<file path="config.mk">
export PLATFORM = sky130hd
export DESIGN_NAME = operand2_shift_seq
export DESIGN_NICKNAME = d
export VERILOG_FILES = /design/src/rtl/operand2_shift_seq.sv
export SDC_FILE = /design/constraint.sdc
export NUM_CORES = 1
export LEC_CHECK = 0
export CAP_MARGIN = 5
export CORE_AREA = 2 2 108 99
export CTS_BUF_LIST = sky130_fd_sc_hd__clkbuf_4 sky130_fd_sc_hd__clkbuf_8
export DETAILED_ROUTE_END_ITERATION = 8
export DIE_AREA = 0 0 110 101
export GPL_ROUTABILITY_DRIVEN = 1
export PLACE_DENSITY = 0.71
export SLEW_MARGIN = 20
export SYNTH_ARGS = -nofsm -noshare
export SYNTH_HDL_FRONTEND = slang
export SYNTH_SLANG_ARGS = --single-unit
</file>
<file path="constraint.sdc">
create_clock -name clk -period 2.9 [get_ports clk]
set_input_delay 0.87 -clock clk [delete_from_list [all_inputs] [get_ports clk]]
set_output_delay 0.87 -clock clk [all_outputs]
set_load 0.03 [all_outputs]
</file>
<file path="src/rtl/operand2_shift_seq.sv">
// Iterative operand-2 shifter/rotator (imm8 ROR 2*rot4, or LSL/LSR/ASR/ROR of rm_val), STEP bits per cycle.
// Define OP2_FAST_IMM_EN to resolve immediates in a single cycle through a full rotator.
module operand2_shift_seq #(
   parameter int STEP = 1
) (
   input  logic        clk,
   input  logic        reset,
   input  logic        start,
   input  logic        mode,
   input  logic [7:0]  imm8,
   input  logic [3:0]  rot4,
   input  logic [31:0] rm_val,
   input  logic [1:0]  sh_type,
   input  logic [4:0]  sh_amt,
   input  logic        carry_in,
   output logic        busy,
   output logic        done,
   output logic [31:0] result,
   output logic        carry_out
);
   typedef enum logic [1:0] {IDLE, SHIFT, DONE} state_t;
   localparam logic [4:0] STEP_W = 5'(STEP);

   state_t      state, stateNext;
   logic [31:0] shVal;
   logic [1:0]  shType;
   logic [4:0]  remaining;
   logic        accept, goDone, lastStep;
   logic [31:0] ldVal, stepVal;
   logic [1:0]  ldType;
   logic [4:0]  ldAmt;
   logic        stepCarry;

   // An immediate is just a ROR by the doubled rotate field.
   assign ldVal    = mode ? rm_val  : {24'b0, imm8};
   assign ldType   = mode ? sh_type : 2'b11;
   assign ldAmt    = mode ? sh_amt  : {rot4, 1'b0};
   assign accept   = start && (state == IDLE);
   assign lastStep = (remaining <= STEP_W);
   assign busy     = (state != IDLE);
   assign done     = (state == DONE);

`ifdef OP2_FAST_IMM_EN
   logic [31:0] rotVal;
   assign rotVal = (ldVal >> ldAmt) | (ldVal << (6'd32 - {1'b0, ldAmt}));
   assign goDone = (ldAmt == 5'd0) || !mode;
`else
   assign goDone = (ldAmt == 5'd0);
`endif

   // One STEP slice: up to STEP single-bit shifts, stopping when remaining runs out.
   always_comb begin
      stepVal   = shVal;
      stepCarry = 1'b0;
      for (int i = 0; i < STEP; i++) begin
         if (int'(remaining) > i) begin
            case (shType)
               2'b00:   begin stepCarry = stepVal[31]; stepVal = {stepVal[30:0], 1'b0}; end
               2'b01:   begin stepCarry = stepVal[0];  stepVal = {1'b0, stepVal[31:1]}; end
               2'b10:   begin stepCarry = stepVal[0];  stepVal = {stepVal[31], stepVal[31:1]}; end
               default: begin stepCarry = stepVal[0];  stepVal = {stepVal[0], stepVal[31:1]}; end
            endcase
         end
      end
   end

   always_ff @(posedge clk or posedge reset) begin
      if (reset) state <= IDLE;
      else       state <= stateNext;
   end

   always_comb begin
      stateNext = state;
      case (state)
         IDLE:    if (start) stateNext = goDone ? DONE : SHIFT;
         SHIFT:   if (lastStep) stateNext = DONE;
         DONE:    stateNext = IDLE;
         default: stateNext = IDLE;
      endcase
   end

   always_ff @(posedge clk or posedge reset) begin
      if (reset) begin
         shVal     <= '0;
         shType    <= '0;
         remaining <= '0;
         result    <= '0;
         carry_out <= 1'b0;
      end else if (accept) begin
         shVal     <= ldVal;
         shType    <= ldType;
         remaining <= ldAmt;
         // Zero amount passes the operand and C flag straight through.
         if (ldAmt == 5'd0) begin
            result    <= ldVal;
            carry_out <= carry_in;
         end
`ifdef OP2_FAST_IMM_EN
         else if (!mode) begin
            result    <= rotVal;
            carry_out <= rotVal[31];
            remaining <= '0;
         end
`endif
      end else if (state == SHIFT) begin
         shVal     <= stepVal;
         remaining <= lastStep ? 5'd0 : remaining - STEP_W;
         if (lastStep) begin
            result    <= stepVal;
            carry_out <= stepCarry;
         end
      end
   end
endmodule

</file>
# == Yosys cells after proc, flatten, opt, wreduce, memory -nomap -nowiden ==
# Index checks and enable logic that the tools add are counted.
# totals
elab_cells,49
regBits,74
in_bits,56
# classes
magnitude_cmp,2
eq_ne,7
reduce_logical,9
muxes,24
add_sub_neg,1
# ops
op,count
2-to-1 mux 32 bit,8
case mux 32 bit (3 select lines),1
2-to-1 mux 5 bit,4
2-to-1 mux 2 bit,4
2-to-1 mux 1 bit,6
nonzero test 2 bit,3
> comparator 5 x 1 -> 1 bit (second input constant),1
less-or-equal comparator 5 x 1 -> 1 bit (second input constant),1
zero test 5 bit,1
subtractor 5 x 1 -> 5 bit (second input constant),1
== test 2 x 1 -> 1 bit (second input constant),2
== test 2 bit (second input constant),2
zero test 2 bit,2
inequality test 2 bit (second input constant),2
case mux 2 bit (2 select lines),1
AND reduction 3 bit,1
inequality test 2 x 1 -> 1 bit (second input constant),1
AND reduction 2 bit,1
logical AND 1 bit,1

# == Longest topological paths before layout ==
# Gate-level depths: netlist of run 1.
# depth
ltp_word,6
mapped_depth,7
depth_no_buf,6

# == Least setup slack after synthesis of run 1 ==
# Ideal clock, no wire load.
# synth_timing
kind,input to register
from,input mode
to,register result[0]
required_ns,2.775
stages,6
setup_time_ns,0.125
t_arrival_ns,2.211
setup_slack_ns,0.564
n_path_buf,2
cell_sequence,buf_4 > nor4_1 > o221ai_2 > o21ai_4 > buf_6 > mux2_4
# synth_via
elab_chain_len,4
# synth_rtl
element,line,source
start: declaration,9,"input logic mode,"
2-to-1 mux 5 bit,37,"assign ldAmt = mode ? sh_amt : {rot4, 1'b0};"
zero test 5 bit,94,if (ldAmt == 5'd0) begin
inequality test 2 x 1 -> 1 bit (no source line),--,
AND reduction 3 bit (no source line),--,
end signal: assignment,95,result <= ldVal;
end signal: assignment,109,result <= stepVal;
end: declaration,18,"output logic [31:0] result,"
# Parallel ways exist; a longest one is shown, timed or not. The select of a mux whose other input is x is not followed.
# A chain may end at the register's enable or synchronous reset.

# == Worst setup path after layout of run 1 ==
# layout_timing
from,register state[0]
to,output busy
# layout_via
elab_chain_len,1
# layout_rtl
element,line,source
start: declaration,24,"state_t state, stateNext;"
start signal: assignment,69,else state <= stateNext;
nonzero test 2 bit,40,assign busy = (state != IDLE);
end: declaration,16,"output logic busy,"
# Every way passes these cells.

==> impl_metrics.ini, run 1 <==
[run_status]
status = finished clean

[synthesis]
synth_top_cell_by_area = dfrtp_1
yosysUniqueCellTypes = 46
synth.top_cells.by_area = dfrtp_1 42%, mux2_4 8.9%, mux2_2 7.4%
syn-num-nets = 470
netlist_instances = 411
syn_area_um2 = 4410
seq_area_frac_synth = 0.420
syn_avg_cell_area_um2 = 10.7
synth.top_cell.area_share = 0.420
synth_warnings = 0
synth_seq_cells = 74

[detailed_routing]
drtIter0Drc = 190
dr.pass1.iters = 4
drc_errors = 0
routed_wl_mm = 10.9
vias_per_cell = 5.74
ant_nets = 0
wire_per_inst_um = 17.5
vias = 3563

[min_path]
hold_class = flop to flop

[timing]
maxSlewHeadroom = 0.606
hold_viol_final = 0
final.period_utilization = 0.898
rsz0062_at_grt = false
tightest_slew_ns = 0.588
setup_tns_ns = 0
whs_ns = 0.517
finClkSkew_ns = 0.0140
setup_viol = 0
fin_crit_ns = 2.60
max_freq_mhz = 384
final_max_slew_viol_count = 0

[grt]
grt-ovfl-total = 0
grt_pass1_vias = 3606
grt_pass1_wl_mm = 18.0
grt_usage = 0.209
grt_max_degree = 37
antenna_found_initial = 0

[die]
rows = 35
ios = 91
die_h_um = 101
start_util = 0.440
core_um2 = 10000
die-area_um2 = 11100
die_width_um = 110

[power]
power.leakage_uw = 0.00229
p_per_area_nw_per_um2 = 1100
vdd_drop_max_mv = 0.494

[cells_and_area]
fin_cells = 621
nets = 547
n_antenna_cell = 0
fin_util = 0.567
area_growth_pct = 29.0
layout-drive-gt1-share = 0.222
final.fill_count = 901

[cts]
cts.sinks = 74
clk_latency_ns = 0.35
post_cts_buffers = 0
cts-resized-gates = 0
cts.clk_slew.worst_paths_ns = 0.09
htree_levels = 3
cts_tree = built
cts_made_buffers = 9
clk_path_buf_depth = 2
cts-root-buf = clkbuf_8
cts_hold_buffers = 0

[placement]
placed_cells = 606
gp_congestion = 0.815
io_buffers = 90
place_hpwl_mm = 7.28

[setup_path]
endpoint_kind = output port
cp_data_required_time_ns = 2.03
crit_arrival_ns = 1.73
crit_fanout = 7
critPathKind = flop to output port
start_kind = flop

[job]
maxCapViolCount = 0
==> cell usage in the layout (no fill, tap or decap), types with 11 or more instances in the layout <==
cell type / netlist / layout
clkdlybuf4s50_1: 0 / 89
nand3_1: 26 / 26
mux2_2: 29 / 29
o21a_1: 34 / 34
mux2_4: 26 / 26
o21ai_1: 35 / 35
nand2_1: 12 / 12
mux2i_1: 15 / 15
o21ai_2: 11 / 11
dfrtp_1: 74 / 74
a211oi_1: 33 / 33
==> path summary, 6_finish.rpt <==
path | from | cells past startpoint | endpoint | slack, ns
max in group asynchronous | reset | 3 | remaining[1] | 1.41
hold reg to reg | result[28] | 1 | result[28] | 0.52
setup / recovery | state[0] | 2 | busy | 0.30
hold / removal | result[28] | 1 | result[28] | 0.52
setup reg to reg | remaining[0] | 6 | result[31] | 0.62
min in group asynchronous | reset | 2 | shVal[20] | 0.83
==> where the power goes <==
| group | internal [uW] | switching, uW |
|---|---|---|
| clock network | 589 | 387 |
| registers | 1510 | 456 |
| logic | 1660 | 1660 |
| total | 3760 | 2510 |
==> metal layers <==
metal	global-route usage	wire length, um
met5	0	0
met4	0.0721	204
met2	0.325	5140
met1	0.295	4950
met3	0.0349	561
==> area by class of cell <==
type                       count  area [um^2]  share of cell area
sequential                    74         1850               0.325
multi-input combinational    289         2330               0.410
clock buffer                  10          138              0.0242
tap                          129          161              0.0284
timing repair buffer         105         1070               0.188
inverter                       9         33.8             0.00594
clock inverter                 5          103              0.0180
==> registers in the layout, indices dropped and copies added (netlist names) <==
signal     count
shVal         32
remaining      5
result        32
state          2
shType         2
carry_out      1
==> through the flow <==
stage / power [uW] / setup WS, ns / instance area, um^2
floorplan: 4290 / 0.148 / 4410
global placement: 5210 / 0.121 / 5450
detailed placement: 5300 / 0.0710 / 5450
CTS: 6300 / 0.271 / 5690
global route: 6670 / 0.248 / 5690
finish: 6270 / 0.296 / 5690
==> critical path, cell delays in order, from the launching register on <==
cell,delay [ns]
dfrtp_1,0.49
or2_2,0.31
clkdlybuf4s50_1,0.59
==> logic make-up after synthesis <==
family / synth area share
buffers and inverters: 0.0559
DFF: 0.420
and+or+nand+nor: 0.0851
adders and majority gates: 0.00851
AOI/OAI and AO/OA: 0.234
muxes: 0.197
==> cells in the mapped netlist (all sizes together) <==
cell type and instances:
dfrtp 74, o21ai 57, mux2 55, o21a 34, a211oi 33, nand3 26
clkbuf 22, buf 17, mux2i 15, nand2 12, inv 9, o22ai 8
nor2 7, a31oi 5, nor2b 4, ha 3, nand3b 3, o211ai 3
o311ai 3, nor3b 2, nor4b 2, or2 2, or3b 2, a21boi 1
a21oi 1, a221oi 1, and3 1, nand2b 1, nand4 1, nor3 1
nor4 1, o21bai 1, o221ai 1, o31ai 1, o41ai 1, or4b 1
Note: power is estimated with default switching activity, not from simulation.
==> run 2, diff against run 1 <==
RECOVER_POWER = 50   (was default)
==> run 2 against run 1 <==
Compared with the run above:
- register-to-register slack got worse by 0.03 ns
- non-clock buffer count unchanged
- routed wire length decreased by 0.20%
- sequential power about the same
- setup slack got worse by 0.022 ns
- clock skew about the same
- global-route usage unchanged
==> impl_metrics.ini, run 2 (synthesized netlist as in run 1, its figures left out) <==
[cts]
clk_latency_ns = 0.35
cts_hold_buffers = 0
cts_tree = built
cts.clk_slew.worst_paths_ns = 0.09
cts.sinks = 74
cts-resized-gates = 0
clk_path_buf_depth = 2
cts_made_buffers = 9
post_cts_buffers = 0
htree_levels = 3
cts-root-buf = clkbuf_8

[timing]
final.period_utilization = 0.905
max_freq_mhz = 381
whs_ns = 0.517
hold_viol_final = 0
maxSlewHeadroom = 0.323
setup_viol = 0
rsz0062_at_grt = false
final_max_slew_viol_count = 0
fin_crit_ns = 2.63
tightest_slew_ns = 1.01
setup_tns_ns = 0
finClkSkew_ns = 0.0139

[setup_path]
critPathLaunch = start
crit_arrival_ns = 2.86
start_kind = input port
cp-endpoint = carry_out
cp_data_required_time_ns = 3.13
crit_fanout = 34
critPathKind = input port to flop
reg2reg_from = remaining[0]
rr_endpoint = result[31]
r2r_slack_ns = 0.59
endpoint_kind = flop
worstRegToRegCells = 6

[detailed_routing]
drtIter0Drc = 204
dr.pass1.iters = 4
ant_nets = 0
wire_per_inst_um = 17.5
drc_errors = 0
routed_wl_mm = 10.8
vias_per_cell = 5.73
vias = 3559

[min_path]
hold_class = flop to flop
hold_start = result[28]

[grt]
grt_max_degree = 37
grt_usage = 0.209
antenna_found_initial = 0
grt_pass1_vias = 3606
grt_pass1_wl_mm = 18.0
grt-ovfl-total = 0

[cells_and_area]
final.fill_count = 901
top_regs = result x32, shVal x32, remaining x5
area_growth_pct = 28.7
final_cell_mix = 78 x clkdlybuf4s50_1, 74 x dfrtp_1, 35 x o21ai_1
n_antenna_cell = 0
layout-drive-gt1-share = 0.217
final_common_cell = clkdlybuf4s50_1
seq_area_um2 = 1850
multiInputGateArea_um2 = 2330
nets = 547

[job]
maxCapViolCount = 0

[placement]
place_hpwl_mm = 7.28
io_buffers = 90
gp_congestion = 0.815

[power]
power.leakage_uw = 0.00231
p_per_area_nw_per_um2 = 1100
vdd_drop_max_mv = 0.492

[die]
die_width_um = 110
start_util = 0.440
die-area_um2 = 11100
rows = 35
core_um2 = 10000
ios = 91
die_h_um = 101

[run_status]
status = finished clean
run 2: changes by cell type in the layout (fill, tap and decap cells not counted), moves of 2 or more:
| cell | before | now |
|---|---|---|
| dlygate4sd3_1 | 0 | 11 |
| clkdlybuf4s50_1 | 89 | 78 |
| clkbuf_2 | 0 | 2 |
| buf_4 | 10 | 8 |
run 2: per-layer routing:
layer,global-route usage,vias up,wire [um]
met1,0.295,1743,4880
met4,0.0721,0,177
met2,0.325,104,5180
li1,-,1699,-
met3,0.0349,13,601
met5,0,-,0
run 2: final cells by class:
| class | instances | share of cell area |
|---|---|---|
| sequential | 74 | 0.326 |
| inverter | 9 | 0.00595 |
| timing repair buffer | 105 | 0.186 |
| clock buffer | 10 | 0.0242 |
| clock inverter | 5 | 0.0181 |
| tap | 129 | 0.0284 |
| multi-input combinational | 289 | 0.411 |
run 2: worst max-delay path: stages:
cell           delay [ns]
dlygate4sd3_1        0.62
nor3b_4              0.26
clkbuf_2             0.61
o31ai_1              0.19
mux2_2               0.30
run 2: how the worst min path moves through the flow:
stage,to,slack (ns),depth (start not counted)
finish,result[28],0.52,1
global route,result[19],0.53,1
global placement,result[28],0.50,1
detailed placement,result[16],0.50,1
CTS,result[17],0.52,1
floorplan,shVal[30],0.48,2
run 2: through the flow:
step / instances / setup slack [ns] / total power (uW) / instance area [um^2] / utilization
after global placement: 606 / 0.121 / 5210 / 5450 / 0.543
after floorplan: 411 / 0.148 / 4290 / 4410 / -
after CTS: 621 / 0.271 / 6300 / 5690 / 0.567
after detailed placement: 606 / 0.0710 / 5300 / 5450 / 0.543
final: 621 / 0.275 / 6230 / 5680 / 0.566
after global routing: 621 / 0.127 / 6640 / 5680 / 0.566
run 2: report_power, final:
part	internal (uW)	switching, uW	total, uW
sequential	1510	453	1960
combinational	1630	1660	3290
clock	589	389	978
==> run 3, diff against run 2 <==
CORE_AREA = 2 2 107 98   (was 2 2 108 99)
DIE_AREA = 0 0 109 100   (was 0 0 110 101)
PLACE_DENSITY = 0.72   (was 0.71)
TNS_END_PERCENT = 30   (was default)
==> run 3 against run 2 <==
Compared with the run above:
- utilization grew 0.11 points
- first-iteration DRC count shrank 21%
- critical path depth shrank 3
- largest cell class unchanged
- routed wire length shrank 0.61%
- sequential share of layout area grew 0.22 points
==> impl_metrics.ini, run 3 (synthesized netlist as in run 1, its figures left out) <==
[run_status]
status = finished clean

[timing]
whs_ns = 0.511
finClkSkew_ns = 0.00986
final_max_slew_viol_count = 0
rsz0062_at_grt = false
maxSlewHeadroom = 0.140
fin_crit_ns = 2.60
setup_viol = 0
tightest_slew_ns = 1.29
max_freq_mhz = 384
setup_tns_ns = 0
final.period_utilization = 0.897
hold_viol_final = 0

[cells_and_area]
final_cell_mix = 78 x clkdlybuf4s50_1, 74 x dfrtp_1, 35 x o21ai_1
n_antenna_cell = 0
nets = 547
final.fill_count = 902
fin_util = 0.567
final_common_cell = clkdlybuf4s50_1
area_growth_pct = 27.9
top_regs = result x32, shVal x32, remaining x5
layout-drive-gt1-share = 0.219

[power]
switching_share = 0.406
power.internal_uw = 3650
pwr-share-seq = 0.328
power.leakage_uw = 0.00228
switchingPower_uw = 2500
p_per_area_nw_per_um2 = 1090
pwr-share-clk = 0.146
power_frac_comb = 0.526
vdd_drop_max_mv = 0.548

[grt]
grt_pass1_vias = 3554
antenna_found_initial = 0
grt_pass1_wl_mm = 17.6
grt_max_degree = 52
grt-ovfl-total = 0
grt_usage = 0.206

[detailed_routing]
vias_per_cell = 5.79
dr_wl_met3_um = 440
wire_per_inst_um = 17.3
routed_wl_mm = 10.8
dr.pass1.iters = 4
dr.max_layer_used = met4
ant_nets = 0
drtIter0Drc = 162
wl_met2_mm = 5.09
routedLengthMet1_mm = 5.08
drc_errors = 0
vias = 3599

[setup_path]
critPathLaunch = state[0]
critPathMaxStageDelay_ns = 0.59
endpoint_kind = output port
start_kind = flop
crit_arrival_ns = 1.73
r2r_slack_ns = 0.57
cp_data_required_time_ns = 2.03
cp_cell_sequence = or2_2 > clkdlybuf4s50_1
crit_fanout = 7
cp_slowest_cell = clkdlybuf4s50_1
critPathKind = flop to output port
reg2reg_from = remaining[0]

[die]
rows = 35
core_um2 = 9940
die_width_um = 109
die_h_um = 100
ios = 91
die-area_um2 = 10900
start_util = 0.444

[min_path]
hold_start = result[26]
hold_class = flop to flop

[cts]
post_cts_buffers = 0
cts.clk_slew.worst_paths_ns = 0.08
clk_latency_ns = 0.34
cts_hold_buffers = 0
htree_levels = 3
cts-root-buf = clkbuf_8
cts.sinks = 74
cts-resized-gates = 0
cts_tree = built
clk_path_buf_depth = 2
cts_made_buffers = 9

[placement]
place_hpwl_mm = 7.15
gp_congestion = 0.769
io_buffers = 90

[job]
maxCapViolCount = 0
## run 3: area by class of cell
| type | instances | area (um^2) | area share |
|---|---|---|---|
| clock buffer | 11 | 145 | 0.0257 |
| multi-input combinational | 289 | 2330 | 0.413 |
| tap | 129 | 161 | 0.0286 |
| sequential | 74 | 1850 | 0.328 |
| inverter | 9 | 33.8 | 0.00599 |
| timing repair buffer | 105 | 1040 | 0.184 |
| clock inverter | 5 | 77.6 | 0.0138 |
## run 3: stage by stage
step	worst slack [ns]	area [um^2]	power, uW	instances
3_5_place_dp	0.0611	5440	5280	606
5_1_grt	0.157	5640	6540	622
2_1_floorplan	0.148	4410	4290	411
4_1_cts	0.275	5660	6200	622
6_report	0.298	5640	6150	622
3_3_place_gp	0.0762	5440	5200	606
## run 3: power by group through the flow
stage	Clock [uW]	Sequential, uW	Combinational [uW]
6_report	899	2010	3230
5_1_grt	962	2080	3500
4_1_cts	915	2010	3280
3_5_place_dp	0	2020	3270
3_3_place_gp	0	2010	3200
2_1_floorplan	0	2260	2020
## run 3: critical path, delay by kind of cell, from the launching register on
family / cells / cell delay, ns
buffers and inverters: 1 / 0.59
flip-flops: 1 / 0.48
AND/OR/NAND/NOR: 1 / 0.31
## run 3: metal layers
layer	track usage	vias up
li1	-	1688
met1	0.288	1797
met2	0.324	98
met3	0.0357	16
met4	0.0651	0
met5	0	-
## run 3: final timing paths
path / to / cells after the start
worst max-delay path: busy / 2
worst min-delay path: result[26] / 1
worst max register to register: result[31] / 6
worst min register to register: result[26] / 1
max in group asynchronous: remaining[0] / 3
min in group asynchronous: shVal[25] / 3
